## src/rtl/instruction_fetch_decode.sv

```systemverilog
// Fetch/decode front end: reads 32-bit words from a 1-cycle synchronous
// program memory, resolves JMP/HALT locally and issues every other opcode to
// the execution unit over a valid/ready handshake.
// Optional feature macro: IFD_INSTR_COUNT_EN adds a 16-bit issued-instruction
// counter on port instr_count.
//
// state    | meaning
// ---------+-------------------------------------------------------------
// S_IDLE   | quiet after reset, waits for start
// S_FETCH  | imem_en=1, read request for word at pc
// S_WAIT   | memory data arrives, latch ir, advance pc
// S_DECODE | resolve JMP/HALT, otherwise register fields for issue
// S_ISSUE  | issue_valid=1, fields held until ex_ready
// S_HALTED | halted=1, waits for start to restart at pc 0
module instruction_fetch_decode #(
   parameter int PC_W = 8
) (
   input  logic            clk,
   input  logic            rst_n,
   input  logic            start,
   output logic            imem_en,
   output logic [PC_W-1:0] imem_addr,
   input  logic [31:0]     imem_rdata,
   output logic            issue_valid,
   input  logic            ex_ready,
   output logic [3:0]      opcode,
   output logic [4:0]      addr1,
   output logic [4:0]      addr2,
   output logic [4:0]      addr3,
   output logic [7:0]      load_number,
   output logic [PC_W-1:0] pc,
   output logic            halted
`ifdef IFD_INSTR_COUNT_EN
   ,
   output logic [15:0]     instr_count
`endif
);

   localparam logic [3:0] OP_JMP  = 4'hE;
   localparam logic [3:0] OP_HALT = 4'hF;

   typedef enum logic [2:0] {
      S_IDLE,
      S_FETCH,
      S_WAIT,
      S_DECODE,
      S_ISSUE,
      S_HALTED
   } state_t;

   state_t      state_q;
   state_t      state_d;
   logic [31:0] ir;
   logic        ir_unused;

   // ir[12:8] carries no field; only the jump target may reach into it
   assign ir_unused = ^ir[12:8];

   // Moore outputs straight from state so reset clears them asynchronously
   assign imem_en     = (state_q == S_FETCH);
   assign imem_addr   = pc;
   assign issue_valid = (state_q == S_ISSUE);
   assign halted      = (state_q == S_HALTED);

   // State register
   always_ff @(posedge clk or negedge rst_n) begin
      if (!rst_n) begin
         state_q <= S_IDLE;
      end else begin
         state_q <= state_d;
      end
   end

   // Next-state logic
   always_comb begin
      state_d = state_q;
      case (state_q)
         S_IDLE:   if (start) state_d = S_FETCH;
         S_FETCH:  state_d = S_WAIT;
         S_WAIT:   state_d = S_DECODE;
         S_DECODE: begin
            if (ir[31:28] == OP_JMP) begin
               state_d = S_FETCH;
            end else if (ir[31:28] == OP_HALT) begin
               state_d = S_HALTED;
            end else begin
               state_d = S_ISSUE;
            end
         end
         S_ISSUE:  if (ex_ready) state_d = S_FETCH;
         S_HALTED: if (start) state_d = S_FETCH;
         default:  state_d = S_IDLE;
      endcase
   end

   // Program counter, instruction register and issued fields
   always_ff @(posedge clk or negedge rst_n) begin
      if (!rst_n) begin
         pc          <= '0;
         ir          <= '0;
         opcode      <= '0;
         addr1       <= '0;
         addr2       <= '0;
         addr3       <= '0;
         load_number <= '0;
      end else begin
         case (state_q)
            S_IDLE, S_HALTED: begin
               if (start) pc <= '0;
            end
            S_WAIT: begin
               ir <= imem_rdata;
               pc <= pc + PC_W'(1);
            end
            S_DECODE: begin
               if (ir[31:28] == OP_JMP) begin
                  pc <= ir[PC_W-1:0];
               end else if (ir[31:28] != OP_HALT) begin
                  opcode      <= ir[31:28];
                  addr1       <= ir[27:23];
                  addr2       <= ir[22:18];
                  addr3       <= ir[17:13];
                  load_number <= ir[7:0];
               end
            end
            default: ;
         endcase
      end
   end

`ifdef IFD_INSTR_COUNT_EN
   // Count completed issue handshakes; an accepted start restarts the count
   always_ff @(posedge clk or negedge rst_n) begin
      if (!rst_n) begin
         instr_count <= '0;
      end else if (((state_q == S_IDLE) || (state_q == S_HALTED)) && start) begin
         instr_count <= '0;
      end else if ((state_q == S_ISSUE) && ex_ready) begin
         instr_count <= instr_count + 16'd1;
      end
   end
`endif

endmodule

```

## config.mk

```make
export PLATFORM = sky130hd
export DESIGN_NAME = instruction_fetch_decode
export DESIGN_NICKNAME = d
export VERILOG_FILES = /design/src/rtl/instruction_fetch_decode.sv
export SDC_FILE = /design/constraint.sdc
export NUM_CORES = 1
export LEC_CHECK = 0
export ABC_AREA = 1
export BUFFER_PORTS_ARGS = -buffer_cell sky130_fd_sc_hd__buf_2
export CORE_ASPECT_RATIO = 1.2
export CORE_MARGIN = 2
export CORE_UTILIZATION = 52
export CTS_CLUSTER_SIZE = 28
export DETAILED_ROUTE_END_ITERATION = 16
export HOLD_SLACK_MARGIN = 0.12
export PLACE_DENSITY = 0.86
export REMOVE_ABC_BUFFERS = 1
export SETUP_SLACK_MARGIN = 0.02
export SYNTH_ARGS = -nofsm -noshare
export SYNTH_HDL_FRONTEND = slang
export SYNTH_SLANG_ARGS = --single-unit
```

## constraint.sdc

```tcl
create_clock -name clk -period 2 [get_ports clk]
set_clock_uncertainty 0.15 [all_clocks]
set_input_delay 0.3 -clock clk [delete_from_list [all_inputs] [get_ports clk]]
set_output_delay 0.3 -clock clk [all_outputs]
set_load 0.02 [all_outputs]
```

Word-level counts from Yosys, hierarchy flattened
Index checks and enable logic that the tools add are counted.
{ "totals": {"reg_bits": 70, "latch_bits": 0, "ramBits": 0, "rom_bits": 0, "in_bits": 36, "output_inout_bits": 46, "wordCells": 35, "mem_count": 0} }
{ "classes": {"add_sub_neg": 1, "mul": 0, "div": 0, "magnitude_cmp": 0, "eq_ne": 11, "shift": 0, "mux": 8, "bitwise": 1, "reduce_logical": 6} }
{ "ops": {"columns": ["cell", "count"], "rows": [
  ["$pmux 8 s3", 1],
  ["$mux 8", 2],
  ["$pmux 3 s5", 1],
  ["$mux 3", 3],
  ["$add 8x1->8 const B", 1],
  ["$eq 4x4->1 const B", 2],
  ["$eq 3x2->1 const B", 2],
  ["$eq 3x3->1 const B", 2],
  ["$reduce_and 3->1", 2],
  ["$ne 2x1->1 const B", 2],
  ["$ne 4x4->1 const B", 1],
  ["$eq 3x1->1 const B", 1],
  ["$logic_not 3->1", 1],
  ["$reduce_bool 3->1", 1],
  ["$ne 2x2->1 const B", 1],
  ["$reduce_and 2->1", 1],
  ["$reduce_or 2->1", 1],
  ["$mux 1", 1],
  ["$not 1->1", 1]
]} }

Longest topological paths before layout
{ "depth": {"ltp_word": 4, "mapped_depth": 9, "mapped_depth_nobuf": 9} }

Worst setup path before layout
Ideal clock, no wire load.
{ "synth_timing": {"path_type": "register to register", "start": "register pc[0] (netlist: imem_addr[0])", "end": "register pc[4] (netlist: imem_addr[4])", "setup_time_ns": 0.117, "t_arrival_ns": 1.216, "required_time_ns": 1.733, "path_slack_ns": 0.517, "stages_incl_launch_ff": 9, "path_buffers": 0, "period_less_slack_ns": 1.483, "cell_sequence": "dfrtp_1 ha_1 nand2_1 nor2_1 nand2_1 nand3_1 o21ai_0 nand2_1 nand2_1"} }
{ "synth_between": {"elab_chain_len": 2} }
{ "synth_lines": {"columns": ["item", "line", "rtl"], "rows": [
  ["start, declared", "31", "output logic [PC_W-1:0] pc,"],
  ["start signal, assigned", "113", "pc <= pc + PC_W'(1);"],
  ["start signal, assigned", "117", "pc <= ir[PC_W-1:0];"],
  ["$add 8x1->8", "113", null],
  ["$pmux 8 s3", "107", "case (state_q)"]
]} }
Every way passes these cells.
A chain may end at the register's enable or synchronous reset.

Worst setup path in the final report
{ "layout_timing": {"start": "register state_q[2]", "end": "register pc[6] (netlist: imem_addr[6])"} }
{ "layout_between": {"elab_chain_len": 4, "word_cells_on_any_way": 10, "classes_between": "5 x eq/ne; 1 x mux; 4 x reduce/logical"} }
{ "layout_lines": {"columns": ["item", "line", "rtl"], "rows": [
  ["start, declared", "51", "state_t state_q;"],
  ["start signal, assigned", "70", "state_q <= state_d;"],
  ["$eq 3x3->1 or $logic_not 3->1 (tied branches)", "107", null],
  ["$reduce_or 2->1 (no source line)", null, null],
  ["$ne 2x1->1 (no source line) or $reduce_bool 3->1 (tied branches)", null, null],
  ["$reduce_and 3->1 (no source line)", null, null]
]} }
Several ways; a longest one is shown, not always the timed one.

==> metrics.md <==
| Metric | Value |
|---|---|
| Worst slew pin tran | about 0.36 ns |
| R2R setup slack | between 0.15 and 0.2 ns |
| Syn-to-layout area delta | 29.2% |
| IO Count | 82 |
| #FFs+latches synth | between 60 and 70 |
| Vias in the first global route | 2483 |
| Top fanout value on the critical path | 9 |
| Syn Area/Cell | 8.85 µm² |
| Clock Sinks | 65 |
| Max Transition Viols Final | 0 |
| GRT overflow | 0 |
| Multi-input logic area | 972 µm² |
| CTS root buf | clkbuf_8 |
| Fin. Hold Viols | 0 |
| GRT Total Usage | 0.223 |
| Netlist Area Pre-Place | 2900 µm² |
| Num rows | 29 |
| Layout Utilization | 0.703 |
| I/O Buffers | 76 |
| Total power | 5880 µW |
| EDFF count, synth | 0 |
| Die height | 85.8 µm |
| CP Class | flip-flop to flip-flop |
| Vias per cell | between 4 and 5 |
| Period utilization | 0.906 |
| CP Cell Sequence | inv_2 > nand2_4 > nor2_4 > o21ai_2 > nand3_2 > inv_1 > nand2_1 > nand2_1 |
| Placer Congestion | 0.798 |
| Critical path startpoint category | flip-flop |
| H-tree Lvls | 3 |
| Prevailing post-synth register cell | dfrtp_1 |
| ANT nets after route | 0 |
| Clock tree buffer depth | 2 |
| DP Worst Slack | 0.177 ns |
| Met2 Use GR | 0.386 |
| RSZ-0062 raised after global routing | false |
| Crit. End Element | flip-flop |
| Stages on worst setup path | 8 |
| CP top delay family | simple AND/OR/NAND/NOR gates |
| Ys Warns | 0 |
| CTS tree | done |
| Unique masters post-synth | 23 |
| DP Wirelength | 3990 µm |
| MaxCap Viol Count | 0 |
| Minimum clock period | 1.81 ns |
| CORE AREA | 5330 µm² |
| TritonRoute pass-1 iters | 4 |
| Setup crit end | imem_addr[6]$_DFFE_PN0P_ |
| Pleak | 0.00202 µW |
| Layout net count | 466 |
| Worst Path Arrival | ~1.9 ns |
| Full die area | 6200 µm² |
| Post-synth ARST share | 1.00 |
| Cells after Synth | 328 |
| Routed via count | ~2.5k |
| Global-route wire length before repair | approximately 11000 µm |
| Initial DRC count | 157 |
| Maximum vdd drop | 0.888 mV |
| Fillers | between 400 and 500 |
| Slowest stage delay, CP | 0.47 ns |
| Crit path buf inv count | 2 |
| Non-Filler Instances | ~500 |
| Remaining DRCs | 0 |
| Slowest stage cell, crit path | dfrtp_1 |
| Clk Latency, worst-skew pair | 0.34 ns |
| Storage cell area | about 1600 µm² |
| Worst Slack Setup Final | around 0.19 ns |
| Met3 usage | 0.0576 |
| R2r endpoint | imem_addr[6]$_DFFE_PN0P_ |
| Setup TNS | 0 ns |
| Setup repair bufs after CTS | 0 |
| Clock transition at path regs | approximately 0.070 ns |
| Global Route met1 Usage | 0.256 |
| GRT Max-Usage Layer | met2 |
| Final setup fails | 0 |
| Largest net degree at the start of global routing | 66 |
| WL per Instance | roughly 13 µm |
| Die X-Extent | between 70 and 80 µm |
| Initial Util | 0.544 |
| Num CTS Buffers | 9 |
| FF-to-FF Start | state_q[2]$_DFFE_PN0P_ |
| Initial antenna violation count | 0 |
| Crit-path most repeated cell | nand2_1 |
| Diode count | 0 |
| Share of cells above drive strength 1 | 0.265 |
| F_max | 552 MHz |
| Slew HR | 0.761 |
| Power per cell area | 1570 nW/µm² |
| Final Routed Wirelength | 6300 µm |
| Hold crit path type | input port to flip-flop |
| Reg2Reg Depth | 8 |
| Cell count after placement | 452 |
| Run status | finished, final reports clean |
| Worst Setup SP | state_q[2]$_DFFE_PN0P_ |
| Sequential area share after synthesis | 0.561 |
| Worst Path Required | 2.07 ns |
[cell families after synthesis]
family          count (synthesis)  synth area share
simple gates                  145             0.212
flops                          65             0.561
compound gates                 59             0.116
buf+inv                        58             0.107
fa+ha+maj                       1           0.00431
[where the power goes]
| part | switching, µW | total, µW | internal [µW] |
|---|---|---|---|
| registers | 341 | 2240 | 1890 |
| clock network | 471 | 1150 | 677 |
| logic | 1670 | 2490 | 828 |
| total | 2480 | 5880 | 3400 |
[cell usage in the layout (no fill, tap or decap), drive strengths merged]
cell type / count
o21bai: 1
o21ai: 53
nand3b: 1
clkbuf: 14
a22oi: 3
clkinv: 1
buf: 83
dfrtp: 65
a21oi: 2
bufinv: 1
nand2: 118
nor2: 11
ha: 1
nand3: 15
dlygate4sd3: 28
inv: 37
[registers in the layout, indices dropped and copies added, names as in the netlist]
register	count
addr1	5
addr2	5
addr3	5
imem_addr	8
ir	27
load_number	8
opcode	4
state_q	3
[metal layers]
metal,up-vias,share of wire
li1,1222,-
met1,1172,0.42
met2,68,0.52
met3,10,0.050
met4,0,0.017
met5,-,0
[worst min-delay path by stage]
| stage | start | endpoint | cells past startpoint |
|---|---|---|---|
| 3_3_place_gp | rst_n | state_q[1]$_DFFE_PN0P_ | 2 |
| 4_1_cts | ex_ready | state_q[2]$_DFFE_PN0P_ | 4 |
| 6_report | ex_ready | state_q[2]$_DFFE_PN0P_ | 4 |
| 2_1_floorplan | rst_n | addr1[0]$_DFFE_PN0P_ | 0 |
| 5_1_grt | ex_ready | state_q[2]$_DFFE_PN0P_ | 4 |
| 3_5_place_dp | rst_n | state_q[1]$_DFFE_PN0P_ | 2 |
[Yosys cell counts, types with 2 or more instances]
| cell | count | area share |
|---|---|---|
| a21oi_1 | 2 | 0.0034 |
| a22oi_1 | 2 | 0.0052 |
| buf_2 | 2 | 0.0034 |
| buf_4 | 10 | 0.026 |
| buf_6 | 7 | 0.027 |
| dfrtp_1 | 65 | 0.56 |
| inv_1 | 34 | 0.044 |
| inv_2 | 3 | 0.0039 |
| nand2_1 | 115 | 0.15 |
| nand2_4 | 3 | 0.012 |
| nand3_1 | 13 | 0.022 |
| nand3_2 | 2 | 0.0069 |
| nor2_1 | 9 | 0.012 |
| nor2_4 | 2 | 0.0078 |
| o21ai_0 | 45 | 0.078 |
| o21ai_2 | 7 | 0.021 |
[timing repair]
item	in CTS	in global routing
hold endpoints to repair	92	0
hold buffers	28	0
setup endpoints to repair	0	1
resized for setup	0	1
[stage by stage]
step                      hold WS (ns)  cell area [µm²]
after floorplan                 -0.146             2730
after global placement           0.187             3250
after detailed placement         0.188             3250
after CTS                        0.152             3740
after global routing             0.205             3750
final                            0.175             3750
[layout make-up]
| class | instances | area share |
|---|---|---|
| flip-flops and latches | 65 | 0.434 |
| multi-input cells | 205 | 0.259 |
| repair buffers | 111 | 0.194 |
| clock buffers | 14 | 0.0461 |
| inverters | 37 | 0.0370 |
| well taps | 62 | 0.0207 |
| clock inverters | 2 | 0.00935 |
[worst min-delay path, delay by kind of cell]
family                 cells  cell delay (ns)
AOI/OAI and AO/OA          1             0.12
buffers and inverters      1             0.07
and+or+nand+nor            2             0.13
No activity file was read; power rests on OpenSTA's default activity.
